File: src/rtl/m3_speed_ramp_gen.sv
// Speed-ramp generator for the 3-phase motor driver: holds the commutation period and
// steps it by period>>STEP_SHIFT every ROUNDS qualifying rounds, plus a housekeeping tick.
module m3_speed_ramp_gen #(
    parameter int unsigned PW         = 32,
    parameter int unsigned PERIOD_MAX = 4000000,
    parameter int unsigned PERIOD_MIN = 40,
    parameter int unsigned STEP_SHIFT = 4,
    parameter int unsigned ROUNDS     = 4,
    parameter int unsigned TICK_DIV   = 10000
) (
    input  logic          clkI,
    input  logic          rstI,
    input  logic          workingI,
    input  logic          nextRoundI,
    input  logic          m3speedINCi,
    input  logic          m3speedDECi,
    input  logic          m3forceStopI,
    input  logic          trackModeI,
    input  logic [PW-1:0] targetPeriodI,
    output logic [PW-1:0] periodO,
    output logic          stepO,
    output logic          atMinO,
    output logic          atMaxO,
    output logic          rampingO,
    output logic          stoppedO,
    output logic          tickO
);

    localparam int unsigned RCW = $clog2(ROUNDS) + 1;
    localparam int unsigned TCW = $clog2(TICK_DIV);
    localparam int unsigned WW  = PW + 1;

    localparam logic [PW-1:0]  P_MAX       = PW'(PERIOD_MAX);
    localparam logic [PW-1:0]  P_MIN       = PW'(PERIOD_MIN);
    localparam logic [RCW-1:0] RND_RELOAD  = RCW'(ROUNDS - 1);
    localparam logic [TCW-1:0] TICK_RELOAD = TCW'(TICK_DIV - 1);

    typedef enum logic {
        DIR_INC = 1'b0,
        DIR_DEC = 1'b1
    } dir_e;

    logic [PW-1:0]  period_q, period_d;
    logic [RCW-1:0] round_cnt_q, round_cnt_d;
    dir_e           last_dir_q, last_dir_d;
    logic [TCW-1:0] tick_cnt_q, tick_cnt_d;
    logic           step_q, step_d;
    logic           tick_q, tick_d;

    logic [PW-1:0]  tgt;
    logic           req_vld;
    dir_e           req_dir;
    logic           use_trk;
    logic [WW-1:0]  base, delta, diff, sum;
    logic [PW-1:0]  inc_n, dec_n, step_n;

    // Request decode and candidate next period (PW+1 bit arithmetic, never wraps)
    always_comb begin
        tgt     = targetPeriodI;
        req_vld = 1'b0;
        req_dir = DIR_INC;
        use_trk = 1'b0;
        if (targetPeriodI < P_MIN) begin
            tgt = P_MIN;
        end else if (targetPeriodI > P_MAX) begin
            tgt = P_MAX;
        end

        if (m3forceStopI) begin
            req_vld = 1'b1;
            req_dir = DIR_DEC;
        end else if (trackModeI) begin
            use_trk = 1'b1;
            if (period_q < tgt) begin
                req_vld = 1'b1;
                req_dir = DIR_DEC;
            end else if (period_q > tgt) begin
                req_vld = 1'b1;
                req_dir = DIR_INC;
            end
        end else if (m3speedINCi) begin
            req_vld = 1'b1;
            req_dir = DIR_INC;
        end else if (m3speedDECi) begin
            req_vld = 1'b1;
            req_dir = DIR_DEC;
        end

        base  = {1'b0, period_q};
        delta = base >> STEP_SHIFT;
        if (delta == '0) begin
            delta = WW'(1);
        end
        diff = base - delta;
        sum  = base + delta;

        inc_n = diff[PW-1:0];
        if ((delta > base) || (diff < {1'b0, P_MIN})) begin
            inc_n = P_MIN;
        end
        dec_n = sum[PW-1:0];
        if (sum > {1'b0, P_MAX}) begin
            dec_n = P_MAX;
        end

        step_n = (req_dir == DIR_INC) ? inc_n : dec_n;
        // Tracking never overshoots the (clamped) target
        if (use_trk) begin
            if ((req_dir == DIR_INC) && (step_n < tgt)) begin
                step_n = tgt;
            end else if ((req_dir == DIR_DEC) && (step_n > tgt)) begin
                step_n = tgt;
            end
        end
    end

    // Next-state: idle reload, tick divider, round counter and step apply
    always_comb begin
        period_d    = period_q;
        round_cnt_d = round_cnt_q;
        last_dir_d  = last_dir_q;
        tick_cnt_d  = tick_cnt_q;
        step_d      = 1'b0;
        tick_d      = 1'b0;

        if (!workingI) begin
            period_d    = P_MAX;
            round_cnt_d = RND_RELOAD;
            last_dir_d  = DIR_INC;
            tick_cnt_d  = TICK_RELOAD;
        end else begin
            if (tick_cnt_q == '0) begin
                tick_d     = 1'b1;
                tick_cnt_d = TICK_RELOAD;
            end else begin
                tick_cnt_d = tick_cnt_q - TCW'(1);
            end

            if (nextRoundI) begin
                if (!req_vld) begin
                    round_cnt_d = RND_RELOAD;
                end else if (req_dir != last_dir_q) begin
                    round_cnt_d = RND_RELOAD;
                    last_dir_d  = req_dir;
                end else if (round_cnt_q != '0) begin
                    round_cnt_d = round_cnt_q - RCW'(1);
                end else begin
                    round_cnt_d = RND_RELOAD;
                    period_d    = step_n;
                    step_d      = (step_n != period_q);
                end
            end
        end
    end

    always_ff @(posedge clkI) begin
        if (rstI) begin
            period_q    <= P_MAX;
            round_cnt_q <= RND_RELOAD;
            last_dir_q  <= DIR_INC;
            tick_cnt_q  <= TICK_RELOAD;
            step_q      <= 1'b0;
            tick_q      <= 1'b0;
        end else begin
            period_q    <= period_d;
            round_cnt_q <= round_cnt_d;
            last_dir_q  <= last_dir_d;
            tick_cnt_q  <= tick_cnt_d;
            step_q      <= step_d;
            tick_q      <= tick_d;
        end
    end

    assign periodO  = period_q;
    assign stepO    = step_q;
    assign tickO    = tick_q;
    assign atMinO   = (period_q == P_MIN);
    assign atMaxO   = (period_q == P_MAX);
    assign stoppedO = m3forceStopI && (period_q == P_MAX);
    assign rampingO = workingI && req_vld && (step_n != period_q);

endmodule

File: config.mk
export PLATFORM = sky130hd
export DESIGN_NAME = m3_speed_ramp_gen
export DESIGN_NICKNAME = d
export VERILOG_FILES = /design/src/rtl/m3_speed_ramp_gen.sv
export SDC_FILE = /design/constraint.sdc
export NUM_CORES = 1
export LEC_CHECK = 0
export ABC_CLOCK_PERIOD_IN_PS = 16400
export BUFFER_PORTS_ARGS = -buffer_cell sky130_fd_sc_hd__buf_2
export CAP_MARGIN = 10
export CORE_ASPECT_RATIO = 1.25
export CORE_MARGIN = 10
export CORE_UTILIZATION = 40
export CTS_BUF_LIST = sky130_fd_sc_hd__clkbuf_2
export DETAILED_ROUTE_END_ITERATION = 16
export GPL_ROUTABILITY_DRIVEN = 0
export MAX_ROUTING_LAYER = met4
export SETUP_SLACK_MARGIN = 0.3
export SLEW_MARGIN = 0
export SYNTH_ARGS = -nofsm -noshare
export SYNTH_HDL_FRONTEND = slang
export SYNTH_SLANG_ARGS = --single-unit
File: constraint.sdc
create_clock -name clkI -period 16.4 [get_ports clkI]
set_input_delay 1.64 -clock clkI [delete_from_list [all_inputs] [get_ports clkI]]
set_output_delay 1.64 -clock clkI [all_outputs]
set_load 0.02 [all_outputs]
==> results_tabular.tex <==
\begin{tabular}{lr}
\hline
Metric & Value \\
\hline
\multicolumn{2}{l}{\textbf{Cells and area}} \\
Synthesis-to-layout area growth & 6.80\% \\
Fraction of final layout cells sized beyond drive strength 1 & approximately a tenth \\
Final nets & 1687 \\
Non-filler instance count after layout & 1860 \\
\multicolumn{2}{l}{\textbf{Yosys}} \\
Xor-xnor portion of the synthesized cell area & 4.95\% \\
Seq cells post-synth & 52 \\
Post-synthesis instance area & 0.0102 mm2 \\
FFs w/ async S/R, synth & 0\% \\
Share of the synthesized area in compound gates (AO/OA/AOI/OAI) & 31.3\% \\
Average cell area after synthesis & 6.87 um2 \\
Mux cell area share after synthesis & 1.59\% \\
Number of unique standard cell types used by synthesis & 100 \\
Fraction of the mapped netlist area in adder cells & 15.4\% \\
Yosys top cell area share & 15.0\% \\
Post-Syn Instances & 1492 \\
Leading cell types by total area after synthesis & sky130\_fd\_sc\_hd\_\_ha\_1, sky130\_fd\_sc\_hd\_\_dfxtp\_1, sky130\_fd\_sc\_hd\_\_a21oi\_1, sky130\_fd\_sc\_hd\_\_nor2\_1, sky130\_fd\_sc\_hd\_\_nand2\_1 \\
Post-synthesis simple-gate area fraction & between 20 and 30\% \\
Leading register cell type out of synthesis & sky130\_fd\_sc\_hd\_\_dfxtp\_1 \\
Cell type contributing the most total cell area after synthesis & sky130\_fd\_sc\_hd\_\_ha\_1 \\
Part of the Yosys area used for sequential elements & approximately a tenth \\
Dominant combinational cell family by area after synthesis & compound AO/OA/AOI/OAI gates \\
Post-synth EDFFs & 0 \\
Number of warnings issued by yosys & 0 \\
\multicolumn{2}{l}{\textbf{Critical path}} \\
Peak per-stage delay on the critical path & 900 ps \\
Cell class contributing the biggest share of worst-path delay & simple AND/OR/NAND/NOR gates \\
Critical path launch point type & input pin \\
Worst path buffer plus inverter count & 3 \\
Capture point of the worst reg-to-reg path & stepO \\
Critical path type & in2out \\
Crit Path Max Fanout & 34 \\
Endpoint type of the worst setup path & output pin \\
R2r worst-path depth & 34 \\
Required @ worst endpoint & 14760 ps \\
Register-to-Register Setup Slack & $\sim$4700 ps \\
Worst-path cell with the longest stage delay & sky130\_fd\_sc\_hd\_\_nor2\_1 \\
Worst flop-to-flop path startpoint & periodO[28] \\
Arrival time of data at the critical path endpoint & 12870 ps \\
\multicolumn{2}{l}{\textbf{Floorplan}} \\
Number of top-level pins & between 70 and 80 \\
Placement Rows & between 60 and 70 \\
Die outline height & around 200 um \\
Starting utilization of the core area & 40.6\% \\
Die ar. & 0.0325 mm2 \\
Core Footprint & 0.0252 mm2 \\
Die W & 163 um \\
\multicolumn{2}{l}{\textbf{Clock tree}} \\
Cts-stage hold buffer count & 0 \\
CTS resizes & 0 \\
\# H-tree levels & 2 \\
Register clock-pin slew on the reported worst setup and hold paths & 260 ps \\
Post-CTS repair timing setup buffer count & 0 \\
TritonCTS buffer count & 5 \\
Root cell of the clock tree & sky130\_fd\_sc\_hd\_\_clkbuf\_2 \\
Clock tree from TritonCTS & built \\
Clock sink count & between 50 and 60 \\
Source-to-sink clock delay at the later pin of the worst-skew pair & 540 ps \\
Number of buffers on the longest clock path & 2 \\
\multicolumn{2}{l}{\textbf{Timing}} \\
Finish-stage setup viols & 0 \\
Pin slew with the least headroom to its limit & 1170 ps \\
Final number of max-transition violations & 0 \\
Headroom to the max-slew limit & between 20\% and 30\% \\
Setup repair after global routing missed its margin & no \\
Layout Skew & slightly above 50 ps \\
Final setup TNS & 0 ps \\
Ratio of final minimum period to clock period & roughly nine tenths \\
Max Fclk & 68.9 MHz \\
Final Hold Vio Count & 0 \\
Shortest clock period the worst path allows after layout & 14510 ps \\
\multicolumn{2}{l}{\textbf{Place}} \\
Placed cell count & roughly 1800 \\
Hpwl dp & around 36000 um \\
Number of buffer cells added on primary ports & 77 \\
\multicolumn{2}{l}{\textbf{Global route}} \\
Busiest metal layer after global routing & met2 \\
Met1 global-route usage & 31.8\% \\
Global Route met2 Usage & between 40\% and 50\% \\
Total grt overflow & 0 \\
Largest net degree at the start of global routing & 39 \\
Global routing usage on met3 & 4.51\% \\
First-pass GRT wire length & 69500 um \\
Total routing usage reported by global routing & 28.3\% \\
Antenna violations before repair & 2 \\
Via count of the first global-routing pass & 11900 \\
\multicolumn{2}{l}{\textbf{Power and ir drop}} \\
Leakage & 4.56 nW \\
Sum of internal, switching and leakage power & 0.000244 W \\
Areal power density over the cells & around 22 mW/mm2 \\
Maximum VDD drop & 0.0570 mV \\
\multicolumn{2}{l}{\textbf{Route}} \\
DRC violation count after routing & 0 \\
Routed via count & 12500 \\
Antenna viol nets, final & 0 \\
Vias per cell & 6.75 \\
DR iter-0 viols & between 1500 and 2000 \\
Total wire length after detailed routing & roughly 47000 um \\
Iteration count of the initial detailed-routing pass & 7 \\
Drt wl/cell & 25.1 um \\
\multicolumn{2}{l}{\textbf{Worst hold path}} \\
Min-delay src & tick\_cnt\_q[0] \\
Hold EP & tick\_cnt\_q[0] \\
Path category of the worst min-delay check & reg2reg \\
Worst Hold Depth & 1 \\
\multicolumn{2}{l}{\textbf{Outcome}} \\
Status & completed \\
\multicolumn{2}{l}{\textbf{Job}} \\
Maxcap violations & 0 \\
\hline
\end{tabular}
==> worst register-to-register path, delay by kind of cell (launching register included) <==
family	cells	cell delay (ps)
compound gates	11	3730
xor+xnor	1	180
fa+ha+maj	3	1000
buf+inv	2	350
flops	1	630
simple gates	17	5730
==> layout by cell type, fill, tap and decap left out, drive strengths merged, types with 29 or more instances in the layout <==
cell type / instances
o31ai: 29
xnor2: 52
nor4: 37
o21ai: 85
nand2: 124
nor3: 45
ha: 123
nor2: 158
dfxtp: 52
inv: 76
buf: 100
nand3: 49
a21oi: 140
o211ai: 29
nand4: 37
==> cells by family after synthesis <==
kind of cell | Yosys count
multiplexers | 16
flip-flops | 52
XOR/XNOR | 57
AND/OR/NAND/NOR | 591
AO/OA/AOI/OAI | 477
other | 1
buffers and inverters | 173
adder cells (fa/ha/maj) | 125
==> synthesized netlist by cell type, types with 6 or more instances <==
master,n
sky130_fd_sc_hd__nor2_1,155
sky130_fd_sc_hd__a21oi_1,136
sky130_fd_sc_hd__ha_1,123
sky130_fd_sc_hd__nand2_1,123
sky130_fd_sc_hd__o21ai_0,79
sky130_fd_sc_hd__inv_1,75
sky130_fd_sc_hd__clkbuf_1,72
sky130_fd_sc_hd__dfxtp_1,52
sky130_fd_sc_hd__xnor2_1,51
sky130_fd_sc_hd__nand3_1,49
sky130_fd_sc_hd__nor3_1,43
sky130_fd_sc_hd__nand4_1,37
sky130_fd_sc_hd__nor4_1,33
sky130_fd_sc_hd__o211ai_1,28
sky130_fd_sc_hd__o31ai_1,28
sky130_fd_sc_hd__a21o_1,25
sky130_fd_sc_hd__or3_1,23
sky130_fd_sc_hd__a211oi_1,21
sky130_fd_sc_hd__nor2b_1,17
sky130_fd_sc_hd__and2_1,16
sky130_fd_sc_hd__and3_1,16
sky130_fd_sc_hd__buf_2,16
sky130_fd_sc_hd__a31oi_1,15
sky130_fd_sc_hd__mux2i_1,14
sky130_fd_sc_hd__nand2b_1,13
sky130_fd_sc_hd__or4_1,12
sky130_fd_sc_hd__o21a_1,11
sky130_fd_sc_hd__o21bai_1,10
sky130_fd_sc_hd__a221oi_1,9
sky130_fd_sc_hd__a22oi_1,9
sky130_fd_sc_hd__a21boi_0,8
sky130_fd_sc_hd__and4_1,8
sky130_fd_sc_hd__or2_2,7
sky130_fd_sc_hd__a2111oi_0,6
sky130_fd_sc_hd__a32oi_1,6
sky130_fd_sc_hd__o22ai_1,6
sky130_fd_sc_hd__o311ai_0,6
==> metrics by stage <==
step	setup slack [ps]	instance area (um2)	utilization [%]	hold slack, ps
floorplan	4900	10300	-	372
global placement	2670	10900	43.2	387
detailed placement	2320	10900	43.2	392
CTS	2290	10900	43.4	447
global route	1360	10900	43.4	459
finish	1890	10900	43.4	439
==> flip-flops by register name, indices dropped and copies added (netlist names) <==
signal       flops
periodO         32
tick_cnt_q      14
round_cnt_q      3
last_dir_q       1
stepO            1
tickO            1
==> per-layer routing <==
metal,vias up,part of all wire [%],wire (um)
met5,-,0,0
met4,0,8.8,4110
met3,284,9.7,4540
met2,895,44,20600
met1,5738,37,17300
li1,5630,-,-
==> how the worst max path moves through the flow <==
stage                          end  depth (start not counted)  slack [ps]               from
after global placement    rampingO                         33        2670  targetPeriodI[14]
after floorplan           rampingO                         35        4900  targetPeriodI[14]
final                     rampingO                         33        1890  targetPeriodI[14]
after detailed placement  rampingO                         33        2320  targetPeriodI[14]
after global routing      rampingO                         33        1360  targetPeriodI[14]
after CTS                 rampingO                         33        2290  targetPeriodI[14]
==> layout make-up <==
cell class              count  area, um2
fillers                  2698      14300
flip-flops and latches     52       1040
clock buffers               6       30.0
well taps                 335        419
clock inverters             2       16.3
inverters                  76        285
multi-input cells        1286       8580
repair buffers            101        563
diodes                      2       5.00
==> power breakdown <==
part           switching (W)  leakage [nW]  internal, W
combinational      0.0000383          4.11    0.0000181
sequential       0.000000250         0.420     0.000127
clock              0.0000486        0.0292    0.0000114
total              0.0000872          4.56     0.000157
Note: power is estimated with default switching activity, not from simulation.
